**config.mk**
```make
export PLATFORM = sky130hd
export DESIGN_NAME = act_fifo_relu
export DESIGN_NICKNAME = d
export VERILOG_FILES = /design/src/rtl/layer_pkg.sv /design/src/rtl/sync_fifo.sv /design/src/rtl/act_fifo_relu.sv
export SDC_FILE = /design/constraint.sdc
export NUM_CORES = 1
export LEC_CHECK = 0
export BUFFER_PORTS_ARGS = -buffer_cell sky130_fd_sc_hd__buf_4
export CAP_MARGIN = 40
export CORE_MARGIN = 5
export CORE_UTILIZATION = 55
export CTS_CLUSTER_DIAMETER = 120
export DETAILED_ROUTE_END_ITERATION = 8
export PLACE_DENSITY = 0.78
export SLEW_MARGIN = 20
export SYNTH_ARGS = -nofsm -noshare
export SYNTH_HDL_FRONTEND = slang
export SYNTH_SLANG_ARGS = --single-unit
```
**constraint.sdc**
```tcl
create_clock -name clk -period 2.55 [get_ports clk]
set_clock_uncertainty 0.1 [all_clocks]
set_input_delay 0.1275 -clock clk [delete_from_list [all_inputs] [get_ports clk]]
set_output_delay 0.1275 -clock clk [all_outputs]
set_load 0.05 [all_outputs]
```
**src/rtl/layer_pkg.sv**
```systemverilog
// rtl/layer_pkg.sv - shared element and FIFO word types for the layer datapath
package layer_pkg;

  localparam int T = 8;

  typedef logic signed [T-1:0] elem_t;

  typedef struct packed {
    logic  last;
    elem_t data;
  } fifo_word_t;

endpackage

```
**src/rtl/sync_fifo.sv**
```systemverilog
// rtl/sync_fifo.sv - first-word-fall-through synchronous FIFO with occupancy count
module sync_fifo #(
  parameter int WIDTH = 9,
  parameter int DEPTH = 4
) (
  input  logic                     clk,
  input  logic                     reset,
  input  logic                     wr_en,
  input  logic [WIDTH-1:0]         wr_data,
  input  logic                     rd_en,
  output logic [WIDTH-1:0]         rd_data,
  output logic                     full,
  output logic                     empty,
  output logic [$clog2(DEPTH):0]   count
);

  localparam int AW = $clog2(DEPTH);
  localparam int CW = AW + 1;

  logic [WIDTH-1:0] mem [DEPTH];
  logic [AW-1:0]    wr_ptr;
  logic [AW-1:0]    rd_ptr;
  logic             push;
  logic             pop;

  assign full    = (count == CW'(DEPTH));
  assign empty   = (count == '0);
  assign push    = wr_en & ~full;
  assign pop     = rd_en & ~empty;
  assign rd_data = mem[rd_ptr];

  // Storage is not reset; only the pointers and count decide what is valid.
  always_ff @(posedge clk) begin
    if (push) begin
      mem[wr_ptr] <= wr_data;
    end
  end

  // DEPTH is a power of two, so pointers wrap by natural overflow.
  always_ff @(posedge clk) begin
    if (!reset) begin
      wr_ptr <= '0;
      rd_ptr <= '0;
      count  <= '0;
    end else begin
      if (push) begin
        wr_ptr <= wr_ptr + AW'(1);
      end
      if (pop) begin
        rd_ptr <= rd_ptr + AW'(1);
      end
      case ({push, pop})
        2'b10:   count <= count + CW'(1);
        2'b01:   count <= count - CW'(1);
        default: count <= count;
      endcase
    end
  end

endmodule

```
**src/rtl/act_fifo_relu.sv**
```systemverilog
// rtl/act_fifo_relu.sv - activation stage buffering layer output with vector last tagging
// ACT_FIFO_RELU_EN defined applies ReLU on write; undefined passes data through.
module act_fifo_relu
  import layer_pkg::*;
#(
  parameter int T       = layer_pkg::T,
  parameter int DEPTH   = 4,
  parameter int VEC_LEN = 1
) (
  input  logic                   clk,
  input  logic                   reset,
  input  logic                   s_valid,
  output logic                   s_ready,
  input  logic [T-1:0]           data_in,
  output logic                   m_valid,
  input  logic                   m_ready,
  output logic [T-1:0]           data_out,
  output logic                   m_last,
  output logic [$clog2(DEPTH):0] count
);

  localparam int IDX_W = (VEC_LEN > 1) ? $clog2(VEC_LEN) : 1;
  localparam logic [IDX_W-1:0] LAST_IDX = IDX_W'(VEC_LEN - 1);

  logic             up;
  logic [IDX_W-1:0] idx;
  logic             last_tag;
  logic [T-1:0]     act_data;
  logic [T:0]       rd_word;
  logic             full;
  logic             empty;
  logic             push;
  logic             pop;

  // Holds s_ready low for the whole reset interval, not just until count settles.
  always_ff @(posedge clk) begin
    if (!reset) begin
      up <= 1'b0;
    end else begin
      up <= 1'b1;
    end
  end

  assign s_ready  = up & ~full;
  assign m_valid  = ~empty;
  assign push     = s_valid & s_ready;
  assign pop      = m_valid & m_ready;
  assign last_tag = (idx == LAST_IDX);

  always_ff @(posedge clk) begin
    if (!reset) begin
      idx <= '0;
    end else if (push) begin
      idx <= last_tag ? '0 : idx + IDX_W'(1);
    end
  end

  always_comb begin
    act_data = data_in;
`ifdef ACT_FIFO_RELU_EN
    if (data_in[T-1]) begin
      act_data = '0;
    end
`endif
  end

  sync_fifo #(
    .WIDTH (T + 1),
    .DEPTH (DEPTH)
  ) u_fifo (
    .clk     (clk),
    .reset   (reset),
    .wr_en   (push),
    .wr_data ({last_tag, act_data}),
    .rd_en   (pop),
    .rd_data (rd_word),
    .full    (full),
    .empty   (empty),
    .count   (count)
  );

  assign data_out = rd_word[T-1:0];
  assign m_last   = m_valid & rd_word[T];

endmodule

```
; ---- Word level (Yosys, flattened, before mapping)
; Memories as Yosys holds them, arrays and structs flattened. A register that Yosys moved wholly into a read port is not among the register bits.
; Index checks and enable logic that the tools add are counted.
[totals]
reg_bits = 9
latchBits = 0
ramBits = 36
rom_bits = 0
input_bits = 12
n_memories = 1
[memory_table]
columns = memory, depth, width, rd, rd_clocked_by_memory_dff, write_ports, line_no
row1 = u_fifo.mem, 4, 9, 1, 1, 1, sync_fifo.sv:20  ; logic [WIDTH-1:0] mem [DEPTH];
[classes]
addsub = 5
n_mul = 0
div_mod_pow = 0
order_cmp = 0
n_eq_ne = 3
shifts = 0
muxes = 7
bitwise = 9
n_reduce_logical = 2
[ops]
columns = cell, count
row1 = AND 1 bit, 6
row2 = case mux 3 bit (2 select lines), 1
row3 = adder 2 x 1 -> 2 bit (second input constant), 2
row4 = 2-to-1 mux 1 bit, 4
row5 = 2-to-1 mux 2 bit, 2
row6 = adder 3 x 1 -> 3 bit (second input constant), 1
row7 = == test 3 bit (second input constant), 1
row8 = logical NOT 3 bit, 1
row9 = NOT 1 bit, 3
row10 = subtractor 3 x 1 -> 3 bit (second input constant), 1
row11 = == test 2 x 1 -> 1 bit (second input constant), 1
row12 = == test 2 bit (second input constant), 1
row13 = nonzero test 2 bit, 1
row14 = adder 1 bit (second input constant), 1

; ---- Longest topological paths before layout
; Gate-level depths: netlist of the first run.
[depth]
word_depth = 7
mapped_depth = 9
depth_no_buf = 9

; ---- Cells and area by module
; Synthesis of the first run repeated with hierarchy kept, for this count alone.
[hier_totals]
cells_unflattened = 108
area_unflattened_um2 = 1841.8
[modules_own_cells]
columns = module, instances, cells_each, area_each_um2, seq_area_each_um2
row1 = sync_fifo, 1, 101, 1786.7, 1261.2
row2 = act_fifo_relu, 1, 7, 55.1, 20.0

; ---- Worst setup path after synthesis of the first run
; OpenSTA, ideal clock, no wires.
[synth_timing]
path_type = register to register
from = register u_fifo.count[2]
to = register u_fifo.count[2]
setup_ns = 0.076
arrival_time_ns = 2.150
required_time_ns = 2.374
path_slack_ns = 0.224
stages_incl_launch_ff = 9
synth_period_minus_slack_ns = 2.326
path_cell_list = dfxtp_1 a21oi_2 inv_1 ha_1 inv_1 fa_1 xor2_1 or3_1 a21boi_0
[synth_via]
elab_chain_len = 7
word_cells_on_any_way = 15
[synth_rtl]
columns = item, line_no
row1 = from (decl), sync_fifo.sv:14  ; output logic [$clog2(DEPTH):0] count
row2 = from (signal assigned), sync_fifo.sv:53  ; 2'b10: count <= count + CW'(1);
row3 = from (signal assigned), sync_fifo.sv:54  ; 2'b01: count <= count - CW'(1);
row4 = from (signal assigned), sync_fifo.sv:55  ; default: count <= count;
row5 = == test 3 bit, sync_fifo.sv:26  ; assign full = (count == CW'(DEPTH));
row6 = NOT 1 bit, "sync_fifo.sv:28, act_fifo_relu.sv:44"
row7 = AND 1 bit, act_fifo_relu.sv:44  ; assign s_ready = up & ~full;
row8 = AND 1 bit, act_fifo_relu.sv:46  ; assign push = s_valid & s_ready;
row9 = AND 1 bit, sync_fifo.sv:28  ; assign push = wr_en & ~full;
row10 = == test 2 x 1 -> 1 bit or == test 2 bit (tied branches), sync_fifo.sv:52  ; case ({push, pop})
row11 = case mux 3 bit (2 select lines) or nonzero test 2 bit (tied branches), -
; Parallel ways exist; a longest one is shown, timed or not.
; A chain may end at the register's enable or synchronous reset.

; ---- Worst setup path in the final report of the first run
[layout_timing]
from = register u_fifo.count[0]
to = register u_fifo.count[2]
; Same word-level chain as after synthesis.

==> impl_results.md, run 1 <==
- Origin of the worst setup path: u_fifo.count[0]
- P_leak: 0.722 nW
- GR Overflow Total: 0
- Status: complete, no violations
- Setup tns final: 0 ps
- Fin nets: around 150
- Syn_area_per_cell: 17.3 µm²
- Post-cts repair resize count: 0
- Initial Util: a little under three fifths
- PD cells: 969 nW/µm²
- Comb power frac: 39.6%
- Hold Path Class: primary input to flip-flop
- WL per Instance: 16.8 µm
- DRT iter0 DRCs: 40
- HP Start: s_valid
- Seq/Total Area, Yosys: 69.1%
- Final Max Slew Viols: 0
- Clock-pin transition on the worst setup and hold timing paths: 120 ps
- Peak VDD IR: just over 0.7 mV
- Die height: 65.3 µm
- Top post-synthesis cells by area: edfxtp_1 (57%), dfxtp_1 (12%), mux4_2 (11%)
- FP Rows: 20
- Root Driver: clkbuf_4
- Register share of total power: 44.8%
- Post-DR vias/cell: roughly 5.3
- Final WL: about 2800 µm
- Worst endpoint required time: 2720 ps
- Final hold slack: 81.0 ps
- Count of state elements after synthesis: 42
- Top-area cell type share of the netlist area: ~57%
- Total CTS buffers: 5
- Max Cap Viol: 0
- Post-Synth Simple-Gate Area: 5.73%
- Mapped cell area: around 1700 µm²
- Number of global-route vias before repair: 977
- Complex-gate fraction of the synthesized area: 3.57%
- Clock Tree Buf Depth: 2
- Largest family of logic cells by synthesized area: multiplexers
- Post-layout min period: 2220 ps
- CP startpoint kind: flip-flop
- Final Cycle Share: 87.2%
- Width of the die: 65.3 µm
- Initial antenna violation count: 0
- Synth area leader: edfxtp_1
- Max Freq: about 450 MHz
- Syn nets: roughly 120
- Clock sink count: 42
- Antenna viol nets, final: 0
- First-pass GRT wire length: 4760 µm
- Synth Warn #: 0
- DRC Markers: 0
- IO buf count: 25
- Worst rel slew slack: roughly 64%
- CP max FO: 7
- Cells after synthesis: 97
- Pin count of the biggest net entering global routing: 14
- RSZ-0062 raised after global routing: no
- Ant diodes: 0
- Core area: 3000 µm²
- Post-Synth Adder-Cell Area: 4.91%
- GRT Util Overall: 15.5%
- Worst Setup End Kind: flip-flop
- Sw Pwr: 773 µW
- Internal power: roughly 1.2 mW
- Share of cells above drive strength 1: 32.6%
- Die Footprint: 4260 µm²
- Classification of the worst setup path: flip-flop to flip-flop
- CTS tree: yes
- DP HPWL: 1950 µm
- Area grow syn2layout: 20.8%
- Worst EP arrival: 2400 ps
- Post-synthesis mux area share: 11.9%
- H-tree lvl count: 2
- Worst skew pair latency: 340 ps
- IO Count: 26
- Reg-to-reg startpoint: u_fifo.count[0]
- Util after Layout: 67.6%
- Final setup viols: 0
- Via count: 889
- Slew @ Worst Pin: 547 ps
- Placer congestion estimate: 0.706
- Post-Synth XOR/XNOR Area: 2.08%
- Power Total: slightly below 2 mW
- Endpoints failing hold: 0
- Clk pwr share: 15.5%
- Net Sw Frac: 39.3%
- Synth cell types: 22
- First-pass iteration count of the detailed router: 4
[repair_timing]
action | 4_1_cts | 5_1_grt
endpoints found under the hold margin | 42 | 0
buffers inserted | 0 | 0
hold buffers | 9 | 0
[cell usage after synthesis]
library cell   n
and2_1         7
buf_4          2
o21ai_0        2
ha_1           5
xor2_1         1
inv_1          6
edfxtp_1      32
or3_1          1
nor2_1         1
fa_1           1
o31a_2         1
dfxtp_1       10
clkbuf_1       2
nor2b_1        2
mux4_2         8
o311ai_2       1
nand2_1        6
a21boi_0       2
xnor2_1        3
or3_2          1
mux2i_1        2
a21oi_2        1
[kinds of logic after synthesis]
family                     after synthesis
DFF                                     42
AOI/OAI and AO/OA                        7
and+or+nand+nor                         18
xor gates and xnor gates                 4
buffers and inverters                   10
muxes                                   10
adders and majority gates                6
[cell usage in the layout (no fill, tap or decap), types with 2 or more instances in the layout]
master,Yosys,routed
ha_1,5,5
and2_1,7,7
mux2i_1,2,2
inv_1,6,6
nor2b_1,2,2
a21boi_0,2,2
o21ai_0,2,2
mux4_2,8,8
clkbuf_4,0,5
edfxtp_1,32,32
xnor2_1,3,3
nand2_1,6,6
buf_4,2,25
dfxtp_1,10,10
dlygate4sd3_1,0,9
[power by group through the flow]
stage	clock (mW)	combinational, mW	sequential, mW
after floorplan	0	0.582	0.905
after global placement	0	0.764	0.897
after detailed placement	0	0.775	0.903
after CTS	0.318	0.787	0.888
after global routing	0.352	0.828	0.902
final	0.306	0.781	0.882
[final cells by class]
type | instances | area [µm²]
Clock buffer | 5 | 37.5
Clock inverter | 3 | 16.3
Fill cell | 227 | 972
Inverter | 6 | 22.5
Multi-Input combinational cell | 45 | 474
Sequential cell | 42 | 1160
Tap cell | 33 | 41.3
Timing Repair Buffer | 34 | 278
[stage by stage]
stage / instances / worst slack, ps / area (µm²)
2_1_floorplan: 97 / 224 / 1680
3_3_place_gp: 151 / 483 / 1890
3_5_place_dp: 151 / 374 / 1890
4_1_cts: 168 / 342 / 2030
5_1_grt: 168 / 143 / 2030
6_report: 168 / 326 / 2030
[layer usage]
layer	share of wire (%)	vias to the layer above	track usage (%)
met5	0	-	0
met4	0.71	0	5.44
met3	4.5	2	4.96
met2	52	21	26.2
met1	42	435	18.7
li1	-	431	-
[worst max-delay path, stage by stage (launching register included)]
cell      delay, ps
dfxtp_1         400
nor2_1          190
a21oi_2         130
inv_1            90
ha_1            170
inv_1            60
fa_1            380
xor2_1          160
or3_1           310
a21boi_0        170
[flip-flops by register name, indices dropped and copies added, names as in the netlist, named ones only]
signal and flops:
u_fifo.count 3, u_fifo.mem 32, u_fifo.rd_ptr 2, u_fifo.wr_ptr 2, up 1
[final timing paths]
check / endpoint / slack (ps) / cells after the start
max: u_fifo.count[2] / 330 / 9
min: u_fifo.wr_ptr[0] / 80 / 4
max reg2reg: u_fifo.count[2] / 330 / 9
min reg2reg: u_fifo.wr_ptr[0] / 410 / 2
Note: power is estimated with default switching activity, not from simulation.
==> run 2, diff against run 1 <==
==> constraint.sdc (replaced) <==
create_clock -name clk -period 2.55 [get_ports clk]
set_clock_uncertainty 0.1 [all_clocks]
set_input_delay 0.255 -clock clk [delete_from_list [all_inputs] [get_ports clk]]
set_output_delay 0.255 -clock clk [all_outputs]
set_load 0.05 [all_outputs]
==> run 2 against run 1 <==
  * Cell count is the same
  * Utilization is the same
  * Count of clock-buffer cells in the layout is the same
  * Clock power is essentially flat
  * Sequential power is essentially flat
  * Setup slack lost 2.5 ps
  * Die area is the same
  * Maximum frequency shrank 0.11%
  * Final area is the same
  * Sequential share of layout area is the same
  * Critical path type unchanged
  * Critical endpoint unchanged
  * Largest cell class unchanged
==> impl_results.md, run 2 (synthesis results as in run 1) <==
- IO Count: 26
- Biggest regs: u_fifo.mem (32), u_fifo.count (3)
- GRT Util Overall: between 10% and 20%
- Most frequent cells in the layout: edfxtp_1 (32), buf_4 (25), dfxtp_1 (10)
- Reg-to-reg startpoint: u_fifo.count[0]
- Die Footprint: between 4000 and 5000 µm²
- Classification of the worst setup path: flip-flop to flip-flop
- Largest reg by FF count: u_fifo.mem
- Final setup viols: 0
- GR Util met2: a little over a quarter
- Worst rel slew slack: 63.3%
- Util after Layout: 67.6%
- Hold Path Class: primary input to flip-flop
- P_leak: 0.722 nW
- FP Rows: 20
- Clock Tree Buf Depth: 2
- Endpoints failing hold: 0
- PD cells: a little under 1000 nW/µm²
- CP peak stage delay: ~400 ps
- Via count: 889
- CTS tree: yes
- Hold Buf Count CTS: 3
- GR Overflow Total: 0
- Total CTS buffers: 5
- Fin nets: 152
- Busiest grt layer: met2
- Placer congestion estimate: 0.706
- Max reg flops: 32
- Max Freq: around 450 MHz
- PnR worst setup slack: 323 ps
- CP startpoint kind: flip-flop
- Worst path slowest cell: dfxtp_1
- DRC Markers: 0
- H-tree lvl count: 2
- Clk pwr share: 15.6%
- Worst r2r dst: u_fifo.count[2]
- Die height: ~65 µm
- Net Sw Frac: 39.3%
- Sw Pwr: 774 µW
- DP Area: 1890 µm²
- Setup tns final: 0 ps
- Max Cap Viol: 0
- Met1 Resource Use GR: 18.3%
- Worst path most repeated cell: inv_1
- First-pass GRT wire length: 4760 µm
- RSZ-0062 raised after global routing: no
- Comb power frac: between 30 and 40%
- DP HPWL: 1950 µm
- Commonest non-fill, non-tap cell in the layout: edfxtp_1
- Buffers & Inverters on Critical Path: 2
- Worst skew pair latency: 340 ps
- Hold endpoint: u_fifo.wr_ptr[0]
- Worst endpoint required time: 2720 ps
- Final Max Slew Viols: 0
- Area grow syn2layout: 20.8%
- DRT iter0 DRCs: 30
- Final hold slack: 207 ps
- Core area: 3000 µm²
- Root Driver: clkbuf_4
- Worst reg-to-reg setup slack: 320 ps
- Antenna viol nets, final: 0
- Post-cts repair resize count: 0
- Internal power: 1.20 mW
- Final WL: 2840 µm
- HP Start: s_valid
- Pin count of the biggest net entering global routing: 14
- Met3 Track Usage GR: 5.47%
- Worst Setup End Kind: flip-flop
- Peak VDD IR: 0.709 mV
- Post-CTS Setup Bufs: 0
- Final Cycle Share: 87.3%
- Share of cells above drive strength 1: 32.6%
- Post-layout min period: 2230 ps
- Initial antenna violation count: 0
- Clock-pin transition on the worst setup and hold timing paths: 120 ps
- Critical path cell sequence: nor2_1, a21oi_2, inv_1, ha_1, inv_1, fa_1, xor2_1, or3_1, a21boi_0
- Width of the die: 65.3 µm
- Crit-path leading delay family: adder cells
- Number of global-route vias before repair: 962
- Initial Util: 56.0%
- First-pass iteration count of the detailed router: 4
- Slew @ Worst Pin: between 500 and 600 ps
- Design area: around 2000 µm²
- Ant diodes: 0
- WL per Instance: roughly 17 µm
- Post-DR vias/cell: 5.29
- Register share of total power: 44.8%
- CP max FO: 7
- Hold depth: 4
- Status: complete, no violations
- IO buf count: 25
- Clock sink count: 42
- Reg2Reg Depth: 9
- Worst EP arrival: 2400 ps
- Place WS: 374 ps
[run 2: layout make-up]
class | instances | area (µm²)
repair buffers | 34 | 278
flip-flops and latches | 42 | 1160
multi-input cells | 45 | 474
clock buffers | 5 | 37.5
inverters | 6 | 22.5
well taps | 33 | 41.3
fillers | 227 | 972
clock inverters | 3 | 16.3
[run 2: worst max path at each step]
| stage | depth (start not counted) | from | end |
|---|---|---|---|
| floorplan | 2 | u_fifo.count[1] | s_ready |
| global placement | 9 | u_fifo.count[0] | u_fifo.count[2] |
| detailed placement | 9 | u_fifo.count[0] | u_fifo.count[2] |
| CTS | 2 | flip-flop | data_out[6] |
| global route | 9 | u_fifo.count[0] | u_fifo.count[2] |
| finish | 9 | u_fifo.count[0] | u_fifo.count[2] |
[run 2: worst register-to-register path, cell delays in order, from the launching register on]
cell	delay, ps
dfxtp_1	400
nor2_1	190
a21oi_2	130
inv_1	90
ha_1	170
inv_1	60
fa_1	380
xor2_1	170
or3_1	310
a21boi_0	170
[run 2: through the flow]
| stage | std cells | power [mW] |
|---|---|---|
| after floorplan | 97 | 1.49 |
| after global placement | 151 | 1.66 |
| after detailed placement | 151 | 1.68 |
| after CTS | 162 | 1.99 |
| after global routing | 168 | 2.08 |
| final | 168 | 1.97 |
[run 2: layer usage]
metal | up-vias | part of all wire (%)
met2 | 17 | 54
li1 | 431 | -
met4 | 0 | 0.70
met1 | 439 | 42
met3 | 2 | 3.7
met5 | - | 0
[run 2: power by group through the flow]
| stage | Sequential (mW) | Combinational, mW | Clock, mW |
|---|---|---|---|
| floorplan | 0.905 | 0.582 | 0 |
| global placement | 0.897 | 0.764 | 0 |
| detailed placement | 0.903 | 0.775 | 0 |
| CTS | 0.888 | 0.780 | 0.318 |
| global route | 0.902 | 0.828 | 0.353 |
| finish | 0.882 | 0.780 | 0.307 |
==> run 3, diff against run 2 <==
- CORE_ASPECT_RATIO: unset -> 1.25
- clock period: 2.55 -> 2.46 ns (I/O delays scaled with it)
==> run 3 against run 2 <==
  * Sequential cell count is the same
  * Sequential share of layout area is essentially flat
  * First-iteration DRC count shrank 63%
  * Wire length shrank 10%
  * Critical path type unchanged
==> impl_results.md, run 3 (synthesis results as in run 1) <==
- Die Footprint: 4270 µm²
- Worst path slowest cell: dfxtp_1
- Reg2Reg Depth: 9
- Core area: around 2900 µm²
- Setup tns final: 0 ps
- Post-layout min period: 2170 ps
- PD cells: ~1000 nW/µm²
- P_leak: 0.726 nW
- Seq. cell area: 1160 µm²
- Biggest regs: u_fifo.mem (32), u_fifo.count (3)
- HP Start: s_valid
- CP Depth: 9
- Worst EP arrival: about 2300 ps
- CTS tree: yes
- Final setup viols: 0
- Worst skew pair latency: roughly 340 ps
- Worst path most repeated cell: inv_1
- Worst Setup End Kind: flip-flop
- Antenna viol nets, final: 0
- IO buf count: 25
- Max Cap Viol: 0
- Crit-path leading delay family: adder cells
- Number of global-route vias before repair: 952
- Ant diodes: 0
- IO Count: 26
- Die height: a little over 70 µm
- Slew @ Worst Pin: 513 ps
- DRC Markers: 0
- Width of the die: 59.4 µm
- Final WL: about 2500 µm
- Initial Util: a little under three fifths
- Via count: 883
- Worst rel slew slack: 65.8%
- Max reg flops: 32
- Most frequent cells in the layout: edfxtp_1 (32), buf_4 (25), dfxtp_1 (10)
- CP peak stage delay: 390 ps
- Initial antenna violation count: 0
- Final Max Slew Viols: 0
- Hold Path Class: primary input to flip-flop
- GRT Util Overall: 13.5%
- DP HPWL: 1790 µm
- Hold depth: 4
- Share of cells above drive strength 1: 32.6%
- First-pass GRT wire length: 4190 µm
- DRT iter0 DRCs: 11
- Post-DR vias/cell: 5.16
- Placer congestion estimate: 0.713
- CP max FO: 7
- Clock Tree Buf Depth: 2
- Peak VDD IR: 1.08 mV
- Hold endpoint: u_fifo.wr_ptr[0]
- FP Rows: 22
- # fillers: 206
- Root Driver: clkbuf_4
- Area grow syn2layout: 20.9%
- Pin count of the biggest net entering global routing: 14
- GR Overflow Total: 0
- Worst r2r dst: u_fifo.count[2]
- Post-CTS Setup Bufs: 0
- Buffers & Inverters on Critical Path: 2
- Largest reg by FF count: u_fifo.mem
- Worst endpoint required time: between 2000 and 3000 ps
- Endpoints failing hold: 0
- Multi-input logic area: 474 µm²
- Final Cycle Share: between 80% and 90%
- Clock-pin transition on the worst setup and hold timing paths: roughly 120 ps
- CP startpoint kind: flip-flop
- WL per Instance: 14.9 µm
- Classification of the worst setup path: flip-flop to flip-flop
- First-pass iteration count of the detailed router: 4
- Commonest non-fill, non-tap cell in the layout: edfxtp_1
- Max Freq: approximately 460 MHz
- H-tree lvl count: 2
- Util after Layout: 69.0%
- Total CTS buffers: 5
- Critical path cell sequence: nor2_1, a21oi_2, inv_1, ha_1, inv_1, fa_1, xor2_1, or3_1, a21boi_0
- RSZ-0062 raised after global routing: no
- Clock sink count: 42
- Reg-to-reg startpoint: u_fifo.count[0]
- Fin nets: roughly 150
- Status: complete, no violations
- Worst reg-to-reg setup slack: 290 ps
## run 3: area by class of cell
type | instances | share of cell area [%]
clock buffers | 6 | 2.03
clock inverters | 2 | 0.493
inverters | 6 | 1.11
multi-input cells | 45 | 23.3
flip-flops and latches | 42 | 57.1
well taps | 36 | 2.22
repair buffers | 34 | 13.7
## run 3: routing by layer
metal	track usage (%)	wire, µm	vias up
met3	4.50	176	4
met4	6.30	35	0
met5	0	0	-
met1	15.6	1070	422
met2	22.4	1270	27
li1	-	-	430
## run 3: worst max-delay path by stage
stage               startpoint         endpoint  slack [ps]
5_1_grt        u_fifo.count[1]  u_fifo.count[2]         140
3_5_place_dp   u_fifo.count[0]  u_fifo.count[2]         320
4_1_cts              flip-flop      data_out[7]         280
6_report       u_fifo.count[0]  u_fifo.count[2]         290
3_3_place_gp   u_fifo.count[1]  u_fifo.count[2]         390
2_1_floorplan  u_fifo.count[1]          s_ready          90
## run 3: tightest hold or removal path: stages
cell and delay [ps]:
buf_4 110, nand2_1 70, a21oi_2 70, mux2i_1 110
## run 3: metrics by stage
stage,cells,hold slack (ps),area [µm²],total power [mW],setup WS (ps)
after global routing,171,214,2030,2.14,137
final,171,199,2030,2.03,290
after detailed placement,154,335,1890,1.73,315
after floorplan,97,174,1680,1.54,87.1
after CTS,171,182,2030,2.05,276
after global placement,154,327,1890,1.72,389
## run 3: where the power goes
group	switching (mW)	total, mW	internal, mW
Clock	0.199	0.308	0.109
Sequential	0.0885	0.912	0.823
Combinational	0.499	0.808	0.310
## run 3: what timing repair did
item | 4_1_cts | 5_1_grt
hold buffers | 9 | 0
resized for setup | 0 | 0
hold endpoints to repair | 33 | 0
